<file path="src/rtl/echo_ctrl_sequencer.sv">
// echo_ctrl_sequencer
// Sequences keypad parameter changes into the echo block. A delay change is
// made click-free: the gain ramps down to 0, the new tap is applied together
// with a buffer flush pulse, the gain is held at 0, then it ramps back up.
// All ramp and hold pacing uses the codec sample tick. Attenuation and
// bypass changes take effect on the next sample tick.
//
// Build option: define ECHO_CTRL_RAMP_EN to enable the ramp/hold sequence.
// Without it, pending delay steps are applied on the next sample tick and
// gain is fixed at unity.
//
// Ports:
//   clk_100      in   system clock
//   reset        in   asynchronous active-high reset
//   key_valid    in   one-cycle strobe qualifying key_code
//   key_code     in   4'hA delay step, 4'hB attenuation step, 4'hC bypass toggle
//   sample_tick  in   one-cycle strobe per codec sample
//   delay_sel    out  current delay tap index
//   atten_sel    out  current attenuation index
//   bypass       out  high passes the dry sample
//   gain         out  output gain, 255 = unity
//   delay_apply  out  one-cycle pulse with each delay_sel update (buffer flush)
//   busy         out  high while a delay change is in progress
module echo_ctrl_sequencer #(
  parameter int NUM_DELAYS = 8,
  parameter int NUM_ATTEN  = 4,
  parameter int RAMP_STEP  = 16,
  parameter int HOLD_TICKS = 64
) (
  input  logic                          clk_100,
  input  logic                          reset,
  input  logic                          key_valid,
  input  logic [3:0]                    key_code,
  input  logic                          sample_tick,
  output logic [$clog2(NUM_DELAYS)-1:0] delay_sel,
  output logic [$clog2(NUM_ATTEN)-1:0]  atten_sel,
  output logic                          bypass,
  output logic [7:0]                    gain,
  output logic                          delay_apply,
  output logic                          busy
);

  localparam int DW = $clog2(NUM_DELAYS);
  localparam int AW = $clog2(NUM_ATTEN);
  localparam logic [DW-1:0] PEND_MAX = DW'(NUM_DELAYS - 1);
  localparam logic [DW:0]   DEL_MOD  = (DW + 1)'(NUM_DELAYS);
  localparam logic [AW-1:0] ATT_MAX  = AW'(NUM_ATTEN - 1);

  logic          key_delay;
  logic          key_atten;
  logic          key_bypass;
  logic          atten_req;
  logic          byp_req;
  logic [DW-1:0] pend;
  logic [DW-1:0] pend_inc;
  logic [DW:0]   delay_raw;
  logic [DW-1:0] delay_next;

  assign key_delay  = key_valid && (key_code == 4'hA);
  assign key_atten  = key_valid && (key_code == 4'hB);
  assign key_bypass = key_valid && (key_code == 4'hC);

  // Pending steps saturate: more than NUM_DELAYS-1 steps would alias.
  assign pend_inc = (pend == PEND_MAX) ? pend : pend + 1'b1;

  // Both operands are below NUM_DELAYS, so one conditional subtract wraps.
  assign delay_raw  = {1'b0, delay_sel} + {1'b0, pend};
  assign delay_next = (delay_raw >= DEL_MOD) ? DW'(delay_raw - DEL_MOD) : DW'(delay_raw);

  // Attenuation and bypass requests. The key assignment comes last so a key
  // coincident with a tick survives to the following tick.
  always_ff @(posedge clk_100 or posedge reset) begin
    if (reset) begin
      atten_sel <= '0;
      bypass    <= 1'b0;
      atten_req <= 1'b0;
      byp_req   <= 1'b0;
    end else begin
      if (sample_tick) begin
        if (atten_req) begin
          atten_sel <= (atten_sel == ATT_MAX) ? '0 : atten_sel + 1'b1;
          atten_req <= 1'b0;
        end
        if (byp_req) begin
          bypass  <= ~bypass;
          byp_req <= 1'b0;
        end
      end
      if (key_atten)  atten_req <= 1'b1;
      if (key_bypass) byp_req   <= 1'b1;
    end
  end

`ifdef ECHO_CTRL_RAMP_EN

  localparam logic [7:0] STEP      = 8'(RAMP_STEP);
  localparam logic [7:0] HOLD_INIT = 8'(HOLD_TICKS);

  typedef enum logic [2:0] {IDLE, RAMP_DN, APPLY, HOLD, RAMP_UP} state_t;

  state_t     state;
  logic [7:0] hold_cnt;
  logic [7:0] gain_dn;
  logic [7:0] gain_up;

  assign gain_dn = (gain > STEP) ? gain - STEP : 8'd0;
  assign gain_up = ((8'd255 - gain) > STEP) ? gain + STEP : 8'd255;

  always_ff @(posedge clk_100 or posedge reset) begin
    if (reset) begin
      state       <= IDLE;
      pend        <= '0;
      hold_cnt    <= '0;
      delay_sel   <= '0;
      gain        <= 8'd255;
      delay_apply <= 1'b0;
      busy        <= 1'b0;
    end else begin
      delay_apply <= 1'b0;
      if (key_delay) pend <= pend_inc;
      case (state)
        IDLE: begin
          if (pend != '0) begin
            state <= RAMP_DN;
            busy  <= 1'b1;
          end
        end
        RAMP_DN: begin
          // A re-trigger from RAMP_UP can arrive with gain already at 0.
          if (gain == 8'd0) begin
            state <= APPLY;
          end else if (sample_tick) begin
            gain <= gain_dn;
            if (gain_dn == 8'd0) state <= APPLY;
          end
        end
        APPLY: begin
          delay_sel   <= delay_next;
          delay_apply <= 1'b1;
          // A key in this cycle is the first step of the next change.
          pend        <= key_delay ? DW'(1) : '0;
          hold_cnt    <= HOLD_INIT;
          state       <= HOLD;
        end
        HOLD: begin
          if (sample_tick) begin
            hold_cnt <= hold_cnt - 8'd1;
            if (hold_cnt <= 8'd1) state <= RAMP_UP;
          end
        end
        RAMP_UP: begin
          if (pend != '0) begin
            state <= RAMP_DN;
          end else if (sample_tick) begin
            gain <= gain_up;
            if (gain_up == 8'd255) begin
              state <= IDLE;
              busy  <= 1'b0;
            end
          end
        end
        default: state <= IDLE;
      endcase
    end
  end

`else

  // Without the ramp the only states are IDLE and APPLY (waiting for a
  // tick); a nonzero pending count is exactly the APPLY state.
  logic          apply_now;
  logic [DW-1:0] pend_next;

  assign apply_now = sample_tick && (pend != '0);

  always_comb begin
    pend_next = pend;
    if (apply_now) pend_next = '0;
    if (key_delay) pend_next = apply_now ? DW'(1) : pend_inc;
  end

  always_ff @(posedge clk_100 or posedge reset) begin
    if (reset) begin
      pend        <= '0;
      delay_sel   <= '0;
      delay_apply <= 1'b0;
      busy        <= 1'b0;
    end else begin
      pend        <= pend_next;
      delay_apply <= apply_now;
      busy        <= (pend_next != '0);
      if (apply_now) delay_sel <= delay_next;
    end
  end

  assign gain = 8'd255;

`endif

endmodule

</file>
<file path="config.mk">
export PLATFORM = sky130hd
export DESIGN_NAME = echo_ctrl_sequencer
export DESIGN_NICKNAME = d
export VERILOG_FILES = /design/src/rtl/echo_ctrl_sequencer.sv
export SDC_FILE = /design/constraint.sdc
export NUM_CORES = 1
export LEC_CHECK = 0
export BUFFER_PORTS_ARGS = -buffer_cell sky130_fd_sc_hd__buf_2
export CELL_PAD_IN_SITES_DETAIL_PLACEMENT = 0
export CELL_PAD_IN_SITES_GLOBAL_PLACEMENT = 2
export CORE_ASPECT_RATIO = 1.75
export CORE_MARGIN = 1.5
export CORE_UTILIZATION = 32
export CTS_CLUSTER_DIAMETER = 60
export DETAILED_ROUTE_END_ITERATION = 8
export GPL_ROUTABILITY_DRIVEN = 0
export GPL_TIMING_DRIVEN = 0
export PLACE_DENSITY = 0.85
export REMOVE_ABC_BUFFERS = 1
export SLEW_MARGIN = 0
export SYNTH_ARGS = -nofsm -noshare
export SYNTH_HDL_FRONTEND = slang
export SYNTH_SLANG_ARGS = --single-unit
export TNS_END_PERCENT = 1
</file>
<file path="constraint.sdc">
create_clock -name clk_100 -period 4.2 [get_ports clk_100]
set_input_delay 0.42 -clock clk_100 [delete_from_list [all_inputs] [get_ports clk_100]]
set_output_delay 0.42 -clock clk_100 [all_outputs]
set_load 0.01 [all_outputs]
</file>
* Yosys cells after proc, flatten, opt, wreduce, memory -nomap -nowiden *
Index checks and enable logic that the tools add are counted.

cells by class
  eq/ne operators = 5
  muxes and demuxes = 9
  order comparisons = 1
  add/sub/neg operators = 4
  reductions and logical operators = 10
  bitwise operators = 1

operators with widths
  kind                                                                count
  3-bit 2-to-1 mux                                                    5
  4-bit equality test, second input constant                          3
  3-bit nonzero test                                                  2
  3-bit by 3-bit adder with 4-bit output                              1
  4-bit >= comparator, second input constant                          1
  1-bit logical AND                                                   4
  2-bit AND reduction                                                 2
  2-bit nonzero test                                                  2
  3-bit by 1-bit adder with 3-bit output, second input constant       1
  3-bit equality test, second input constant                          1
  1-bit 2-to-1 mux                                                    3
  3-bit by 1-bit subtractor with 3-bit output, second input constant  1
  2-bit by 1-bit adder with 2-bit output, second input constant       1
  2-bit equality test, second input constant                          1
  2-bit 2-to-1 mux                                                    1
  1-bit NOT                                                           1

word-level totals
  bits in registers = 13
  bits of input ports = 8
  word-level logic and storage cells = 38
  output and inout port bits = 16

* Depth between registers and ports, before layout *
Gate-level depths: netlist of the first run.

  depth in word-level cells = 5
  mapped depth = 5
  mapped depth without buffers = 5

* Worst setup path after synthesis of the first run *
Ideal clock, no wire load.

  path type = register to register
  from = register delay_sel[0]
  to = register delay_sel[2]
  setup time = 0.128 ns
  stages on the path, launching flop included = 6
  period minus slack after synthesis = 1.465 ns
  data required time = 4.072 ns
  data arrival time = 1.337 ns
  setup slack = 2.735 ns
  buffers on the path = 0
  cells stage by stage = dfrtp_1 > ha_1 > fa_1 > xnor2_1 > nor3_2 > xor2_1

on the way
  cells in the longest elaborated chain, start to end = 3
  elaborated cells between the ends (all ways) = 4
  classes of those cells = add/sub: 2; order compare: 1; mux: 1

RTL lines
  item                                                                                line  source
  from (decl)                                                                         35    output logic [$clog2(NUM_DELAYS)-1:0] delay_sel,
  from (signal assigned)                                                              192   if (apply_now) delay_sel <= delay_next;
  3-bit by 3-bit adder with 4-bit output *                                            67    assign delay_raw = {1'b0, delay_sel} + {1'b0, pend};
  4-bit >= comparator or 3-bit by 1-bit subtractor with 3-bit output (tied branches)  68    assign delay_next = (delay_raw >= DEL_MOD) ? DW'(delay_raw - DEL_MOD) : DW'(delay_raw);
  3-bit 2-to-1 mux *                                                                  68

Every way passes the cells marked *; elsewhere a longest branch is shown, timed or not.
A chain may end at the register's enable or synchronous reset.

* Final worst setup path of the first run *
  from = register pend[0]
  to = register delay_sel[2]

on the way
  cells in the longest elaborated chain, start to end = 3
  elaborated cells between the ends (all ways) = 6
  classes of those cells = add/sub: 2; order compare: 1; mux: 1; reduce/logical: 2

RTL lines
  item                                                                                line  source
  from (decl)                                                                         54    logic [DW-1:0] pend;
  from (signal assigned)                                                              189   pend <= pend_next;
  3-bit by 3-bit adder with 4-bit output                                              67
  4-bit >= comparator or 3-bit by 1-bit subtractor with 3-bit output (tied branches)  68
  3-bit 2-to-1 mux                                                                    68

Parallel ways exist; a longest one is shown, timed or not.

==> flow_summary.toml, run 1 <==
[clocking]
cts_buffers = 3
clk_latency_ns = 0.24
cts_tree = "built"
root_buffer = "clkbuf_8"
ctsHoldBuffers = 0
cts_buffer_depth = 2
cts_setup_buffers = 0
clk_pin_slew_ns = 0.05
ctsResizeCount = 0
h-tree-depth = 1
cts_sinks = 13

[floorplan]
die_h_um = 67.2
floorplan.die_area_mm2 = 0.00267
ioPinCount = 24
die_w_um = 39.7
start_util = 0.336
rows = 23
coreArea_mm2 = 0.00224

[global_route]
grt_start_max_net_pins = 14
grt_pass1_wl_um = 2100
grt_usage = 0.115
grt_pass1_vias = 518
grt_overflow = 0
antenna_found_initial = 0

[status]
status = "complete, no violations"

[placement]
dpl_worst_slack_ns = 2.65
place_area_um2 = 821
dp.final_hpwl_um = 1090
numPortBuffers = 15

[power_and_ir_drop]
total_power_uw = 512
p_per_area_mw_per_mm2 = 591
p_leak_uw = 0.000432
ir_worst_vdd_mv = 0.175

[sta]
drv_slew = 0
hold_viol_final = 0
period_needed_ns = 1.55
setup_viol = 0
final.setup.worst_slack_ns = 2.65
setup_tns_ns = 0
max_freq_mhz = 646
rsz0062_at_grt = "no"
hold_ws_ns = 0.184
skew_ns = 0.00481
period_share = 0.369

[route]
drtPass1Iterations = 2
viasPerCell = 4.77
drt_iter0_drc = 3
drc = 0
wl_per_cell_um = 11.8
ant_nets = 0
routed_wl_um = 1300
vias = 525

[worst_setup_path]
worst-setup-path-type = "register to register"
critPathTopFamily = "adder cells"
crit_path_start_kind = "register"
crit_chain = "ha_1, fa_1, xnor2_1, nor3_2, xor2_1"
end_kind = "register"
crit_arrival_ns = 1.71
cp_num_buf_inv = 0
slowest_stage = "dfrtp_1"
cp_slowest_stage_delay_ns = 0.44
r2r_cells = 5
cp.required_ns = 4.36
cp_max_fo = 6
critical_path_depth = 5

[synth]
syn_inst = 68
ys_ff_latch = 13
muxShareOfSynthArea = 0.0449
synth_area_um2 = 753
synth-xor-area-share = 0.0465
synth_compound_area_frac = 0.126
netlist-cell-type-count = 32
seq_area_frac_synth = 0.432
synth_adder_area_share = 0.0930
synth-simple-area-share = 0.136
yosys_warnings = 0
synth_top_family_by_area = "simple AND/OR/NAND/NOR gates"
syn_avg_cell_area_um2 = 11.1

[cells_and_area]
syn_to_final_growth_pct = 15.0
n_antenna_cell = 0
drive_gt1_frac = 0.282
nets = 99
stdcell_area_um2 = 866

[hold_path]
hold_class = "primary input to async pin"

[job]
max-cap-violations = 0
-- Yosys cell counts --
master	instances	share of area
nand4_1	2	0.017
conb_1	1	0.0050
dfrtp_1	13	0.43
a21o_1	1	0.010
xor2_1	2	0.023
o21ai_0	2	0.013
o211ai_2	1	0.017
nor2b_4	1	0.018
xnor2_1	2	0.023
nor2_4	1	0.015
inv_1	5	0.025
a22o_1	1	0.012
o211ai_1	2	0.020
o2111ai_1	1	0.012
nand2_1	3	0.015
nor2_1	2	0.010
nor3_1	1	0.0066
fa_1	1	0.027
and4b_1	1	0.013
and2_1	1	0.0083
buf_2	1	0.0066
mux2_1	3	0.045
a31oi_1	1	0.0083
o32ai_1	1	0.012
inv_2	1	0.0050
ha_1	4	0.066
a21oi_2	1	0.012
nor3_2	1	0.013
buf_4	8	0.080
or3b_1	1	0.012
a31o_1	1	0.012
nor2b_1	1	0.0083
-- cell type report --
class                           count  area [µm²]
Multi-Input combinational cell     47         367
Clock buffer                        4        45.0
Fill cell                         238        1380
Inverter                            6        22.5
Sequential cell                    13         325
Timing Repair Buffer               15        75.1
Tap cell                           25        31.3
-- metrics by stage --
step                      utilization  std cells
after CTS                       0.386        110
after global placement          0.366        106
final                           0.386        110
after global routing            0.386        110
after detailed placement        0.366        106
after floorplan                     -         66
-- kinds of logic (layout without fill, tap and decap cells) --
| group | Yosys count | count (layout) |
|---|---|---|
| simple gates | 15 | 15 |
| xor+xnor | 4 | 4 |
| fa+ha+maj | 5 | 5 |
| flops | 13 | 13 |
| other cells | 1 | 8 |
| compound gates | 12 | 12 |
| mux | 3 | 3 |
| buf+inv | 15 | 25 |
-- layout by cell type (no fill, tap or decap), types with 2 or more instances in the layout --
master / synthesis / final
xor2_1: 2 / 2
dfrtp_1: 13 / 13
xnor2_1: 2 / 2
clkbuf_8: 0 / 3
o211ai_1: 2 / 2
o21ai_0: 2 / 2
nand2_1: 3 / 3
nand4_1: 2 / 2
nor2_1: 2 / 2
buf_2: 1 / 15
inv_1: 5 / 5
ha_1: 4 / 4
conb_1: 1 / 8
mux2_1: 3 / 3
-- path summary, 6_finish.rpt --
| path | from | end | slack, ns |
|---|---|---|---|
| max | pend[0] | delay_sel[2] | 2.65 |
| max reg2reg | pend[0] | delay_sel[2] | 2.65 |
| min in group clk_100 | key_code[0] | atten_req | 0.43 |
| max in group asynchronous | reset | pend[2] | 3.69 |
| min | reset | atten_sel[1] | 0.18 |
| min reg2reg | delay_sel[2] | delay_sel[2] | 0.46 |
-- routing by layer --
layer / track usage / vias up / routed length, µm
met3: 0 / 4 / 27
met1: 0.102 / 258 / 446
met2: 0.219 / 11 / 785
met4: 0.0905 / 0 / 40
met5: 0 / - / 0
li1: - / 252 / -
-- sequential cells by signal, summed over array words and instances, names as in the netlist --
name,cells
pend,3
busy,1
atten_sel,2
atten_req,1
delay_apply,1
byp_req,1
bypass,1
delay_sel,3
-- report_power, final --
group          switching (µW)  internal [µW]  total (µW)
combinational             104           94.0         198
sequential               36.2            169         205
clock                    42.0           66.8         109
total                     182            330         512
Note: power is estimated with default switching activity, not from simulation.
==> inputs of run 2 (changes only) <==
--- a/config.mk
+++ b/config.mk
@@ -5,17 +5,18 @@
 export SDC_FILE = /design/constraint.sdc
 export NUM_CORES = 1
 export LEC_CHECK = 0
+export ABC_AREA = 1
 export BUFFER_PORTS_ARGS = -buffer_cell sky130_fd_sc_hd__buf_2
 export CELL_PAD_IN_SITES_DETAIL_PLACEMENT = 0
 export CELL_PAD_IN_SITES_GLOBAL_PLACEMENT = 2
 export CORE_ASPECT_RATIO = 1.75
 export CORE_MARGIN = 1.5
-export CORE_UTILIZATION = 32
+export CORE_UTILIZATION = 27
 export CTS_CLUSTER_DIAMETER = 60
 export DETAILED_ROUTE_END_ITERATION = 8
 export GPL_ROUTABILITY_DRIVEN = 0
 export GPL_TIMING_DRIVEN = 0
-export PLACE_DENSITY = 0.85
+export PLACE_DENSITY = 0.79
 export REMOVE_ABC_BUFFERS = 1
 export SLEW_MARGIN = 0
 export SYNTH_ARGS = -nofsm -noshare
==> constraint.sdc (replaced) <==
create_clock -name clk_100 -period 1.59 [get_ports clk_100]
set_input_delay 0.159 -clock clk_100 [delete_from_list [all_inputs] [get_ports clk_100]]
set_output_delay 0.159 -clock clk_100 [all_outputs]
set_load 0.01 [all_outputs]
==> flow_summary.toml, run 2 <==
[floorplan]
start_util = 0.282
die_w_um = 43.1
die_h_um = 73.1
ioPinCount = 24
floorplan.die_area_mm2 = 0.00315
coreArea_mm2 = 0.00269
rows = 25

[synth]
yosys_warnings = 0
synth_edf_count = 0
ys_ff_latch = 13
yosysTopAreaCellShare = 0.429
synth_ff_type = "dfrtp_1"
syn_inst = 89
syn_avg_cell_area_um2 = 8.52
synth_most_common_cell = "nand2_1"
synth_area_um2 = 758
yosys-top-cells-area = "dfrtp_1, nand2_1, buf_4"
netlist-cell-type-count = 20
yosys.area.top_type = "dfrtp_1"
seq_area_frac_synth = 0.429
yosys-top-cells-count = "nand2_1, dfrtp_1, inv_1"
synthArstFlopShare = 1.00

[clocking]
cts_buffers = 3
cts_tree = "built"
clk_pin_slew_ns = 0.06
ctsResizeCount = 0
cts_sinks = 13
cts_buffer_depth = 2
root_buffer = "clkbuf_8"
clk_latency_ns = 0.24
h-tree-depth = 1

[cells_and_area]
nets = 124
top_regs = "delay_sel: 3 flops, pend: 3 flops, atten_sel: 2 flops"
n_antenna_cell = 0
fin_cells = 137
syn_to_final_growth_pct = 19.3
drive_gt1_frac = 0.282
stdcell_area_um2 = 905
final_cell_mix = "nand2_1, buf_2, dfrtp_1"
final_common_cell = "nand2_1"

[route]
ant_nets = 0
wl_met3_um = 63
routed_wl_um = 1370
drc = 0
top_layer = "met4"
vias = 581
wl_met1_um = 540
wl_per_cell_um = 9.98
drt_iter0_drc = 8
drtPass1Iterations = 3
viasPerCell = 4.24
wl_met2_um = 733

[global_route]
grt_overflow = 0
grt_start_max_net_pins = 14
grt_usage = 0.102
antenna_found_initial = 0
grt_pass1_vias = 599
grt_pass1_wl_um = 2380

[status]
status = "complete, no violations"

[worst_setup_path]
crit_path_start_kind = "register"
worst-setup-path-type = "register to register"
cp.required_ns = 1.72
cp_max_fo = 3
crit_arrival_ns = 1.61
end_kind = "register"

[placement]
dp.final_hpwl_um = 1070
place_area_um2 = 833
dpl_worst_slack_ns = 0.0624
dp_cells = 130
numPortBuffers = 15

[sta]
hold_viol_final = 0
max_freq_mhz = 677
setup_tns_ns = 0
drv_slew = 0
worst_slew_pin_slew_ns = 0.503
period_needed_ns = 1.48
relSlewSlack = 0.664
final.setup.worst_slack_ns = 0.113
rsz0062_at_grt = "no"
period_share = 0.929
setup_viol = 0
skew_ns = 0.000700

[power_and_ir_drop]
p_per_area_mw_per_mm2 = 1470
ir_worst_vdd_mv = 0.463
p_leak_uw = 0.000550

[job]
max-cap-violations = 0

[hold_path]
hold_class = "primary input to register"
==> run 2: changes by cell type after synthesis, moves of 3 or more <==
cell / delta
nand2_1: +21
nand3_1: +8
inv_1: +6
nand2_2: +4
mux2_1: -3
==> run 2: per-layer routing <==
layer	track usage	vias up
met5	0	-
met4	0.0505	0
met3	0.0248	4
met2	0.197	18
met1	0.0944	261
li1	-	298
==> run 2: what timing repair did <==
item / in CTS / in global routing
endpoints found under the setup margin: 0 / 1
hold buffers: 1 / 0
endpoints found under the hold margin: 13 / 0
buffers inserted: 0 / 2
==> run 2: cells by family (layout without fill, tap and decap cells) <==
group,Yosys count,count (layout),share of synthesized area
and+or+nand+nor,43,43,0.257
buffers and inverters,21,35,0.144
DFF,13,13,0.429
adders and majority gates,5,5,0.0924
AOI/OAI and AO/OA,3,3,0.0281
xor gates and xnor gates,3,3,0.0446
other,1,8,0.00495
==> run 2: cell type report <==
cell class,instances,area (µm²)
tap,27,33.8
clock buffer,3,41.3
timing repair buffer,18,100
inverter,13,48.8
clock inverter,1,5.00
fill,291,1790
sequential,13,325
multi-input combinational,62,350
==> run 2: per-stage QoR <==
stage | util | power [µW] | hold slack, ns
global route | 0.336 | 1450 | 0.197
floorplan | - | 850 | 0.0360
finish | 0.336 | 1330 | 0.174
detailed placement | 0.310 | 1020 | 0.208
CTS | 0.331 | 1320 | 0.181
global placement | 0.310 | 995 | 0.202
==> run 2: path summary, 6_finish.rpt <==
check / to / start / cells after the start / slack (ns)
setup / recovery: delay_sel[2] / delay_sel[0] / 5 / 0.11
hold / removal: byp_req / key_valid / 3 / 0.17
max in group asynchronous: pend[0] / reset / 3 / 0.77
setup reg to reg: delay_sel[2] / delay_sel[0] / 5 / 0.11
min in group asynchronous: atten_sel[0] / reset / 3 / 0.48
hold reg to reg: byp_req / byp_req / 2 / 0.48
==> run 2: worst max-delay path, stage by stage (launching register included) <==
cell	delay, ns
dfrtp_1	0.39
ha_1	0.22
fa_1	0.38
xor2_1	0.16
nand2_2	0.08
xnor2_2	0.13
==> run 2: where the power goes <==
group | total (µW) | switching (µW) | internal (µW)
registers | 527 | 87.4 | 440
logic | 511 | 276 | 235
clock network | 293 | 120 | 173
total | 1330 | 483 | 848
==> inputs of run 3 (changes only) <==
--- a/config.mk
+++ b/config.mk
@@ -10,7 +10,6 @@
 export CELL_PAD_IN_SITES_DETAIL_PLACEMENT = 0
 export CELL_PAD_IN_SITES_GLOBAL_PLACEMENT = 2
 export CORE_ASPECT_RATIO = 1.75
-export CORE_MARGIN = 1.5
 export CORE_UTILIZATION = 27
 export CTS_CLUSTER_DIAMETER = 60
 export DETAILED_ROUTE_END_ITERATION = 8
@@ -18,7 +17,7 @@
 export GPL_TIMING_DRIVEN = 0
 export PLACE_DENSITY = 0.79
 export REMOVE_ABC_BUFFERS = 1
-export SLEW_MARGIN = 0
+export SLEW_MARGIN = 20
 export SYNTH_ARGS = -nofsm -noshare
 export SYNTH_HDL_FRONTEND = slang
 export SYNTH_SLANG_ARGS = --single-unit
==> flow_summary.toml, run 3 (synthesis gave the netlist of run 2 again) <==
[status]
status = "complete, no violations"

[floorplan]
die_h_um = 72.1
die_w_um = 42.1
floorplan.die_area_mm2 = 0.00303
coreArea_mm2 = 0.00269
start_util = 0.282
ioPinCount = 24
rows = 25

[worst_setup_path]
crit_path_start_kind = "register"
worst-setup-path-type = "register to register"
cp.required_ns = 1.72
critPathTopFamily = "adder cells"
crit_chain = "ha_1, fa_1, xor2_1, nand2_2, xnor2_2"
cp_slowest_stage_delay_ns = 0.43
end_kind = "register"
slowest_stage = "dfrtp_1"
crit_arrival_ns = 1.63
cp_num_buf_inv = 0
cp_max_fo = 4

[power_and_ir_drop]
ir_worst_vdd_mv = 0.448
p_per_area_mw_per_mm2 = 1440
p_leak_uw = 0.000537

[sta]
drv_slew = 0
final.setup.worst_slack_ns = 0.0844
skew_ns = 0.00101
period_share = 0.947
period_needed_ns = 1.51
hold_viol_final = 0
setup_viol = 0
max_freq_mhz = 664
rsz0062_at_grt = "no"
setup_tns_ns = 0

[clocking]
clk_pin_slew_ns = 0.05
root_buffer = "clkbuf_8"
ctsResizeCount = 0
cts_buffer_depth = 2
cts_buffers = 3
cts_tree = "built"
cts_sinks = 13
h-tree-depth = 1
clk_latency_ns = 0.24

[cells_and_area]
syn_to_final_growth_pct = 17.2
final_cell_mix = "nand2_1, buf_2, dfrtp_1"
multi_input_area_um2 = 350
n_antenna_cell = 0
drive_gt1_frac = 0.259
seq_area_um2 = 325
top_regs = "delay_sel: 3 flops, pend: 3 flops, atten_sel: 2 flops"
nets = 122
final_common_cell = "nand2_1"
nFillCells = 298

[global_route]
grt_usage = 0.0941
antenna_found_initial = 0
grt_pass1_vias = 518
grt_overflow = 0
grt_pass1_wl_um = 2080
grt_start_max_net_pins = 14

[job]
max-cap-violations = 0

[route]
drtPass1Iterations = 4
drc = 0
viasPerCell = 4.32
drt_iter0_drc = 20
wl_per_cell_um = 9.16
routed_wl_um = 1240
ant_nets = 0
vias = 583

[hold_path]
hold_class = "primary input to register"

[placement]
dpl_worst_slack_ns = 0.0812
dp.final_hpwl_um = 989
numPortBuffers = 15
[run 3: tightest hold or removal path: stages]
cell and delay (ns):
buf_2 0.09, nand3_1 0.07, nand2_1 0.05
[run 3: worst paths after layout]
path / depth (start not counted) / end / start / slack, ns
max in group asynchronous: 3 / bypass / reset / 0.78
worst min register to register: 1 / bypass / bypass / 0.47
worst max register to register: 5 / delay_sel[2] / pend[0] / 0.08
worst max-delay path: 5 / delay_sel[2] / pend[0] / 0.08
min in group asynchronous: 3 / delay_sel[1] / reset / 0.48
worst min-delay path: 3 / byp_req / key_valid / 0.17
[run 3: through the flow]
stage          utilization  hold WS (ns)  total power (µW)  std cells  instance area [µm²]
2_1_floorplan            -        0.0360               850         88                  724
3_3_place_gp         0.310         0.200               992        130                  833
3_5_place_dp         0.310         0.203              1000        130                  833
4_1_cts              0.330         0.166              1300        135                  888
5_1_grt              0.330         0.185              1390        135                  888
6_report             0.330         0.165              1280        135                  888
[run 3: power by group]
group	internal, µW	leakage (µW)	total [µW]	switching, µW
clock network	177	0.0000228	290	113
logic	205	0.000346	460	255
registers	440	0.000168	529	88.7
[run 3: what timing repair did]
action | CTS | global route
buffers inserted | 0 | 0
hold buffers | 1 | 0
setup endpoints to repair | 0 | 0
hold endpoints to repair | 13 | 0
[run 3: metal layers]
layer,part of all wire,up-vias,routed length [µm],track usage
li1,-,294,-,-
met1,0.41,266,505,0.0978
met2,0.50,19,614,0.153
met3,0.043,4,53,0.00995
met4,0.050,0,62,0.104
met5,0,-,0,0
[run 3: final cells by class]
type / instances / area share
flip-flops and latches: 13 / 0.366
well taps: 27 / 0.0380
clock buffers: 4 / 0.0507
multi-input cells: 62 / 0.394
inverters: 13 / 0.0549
repair buffers: 16 / 0.0958
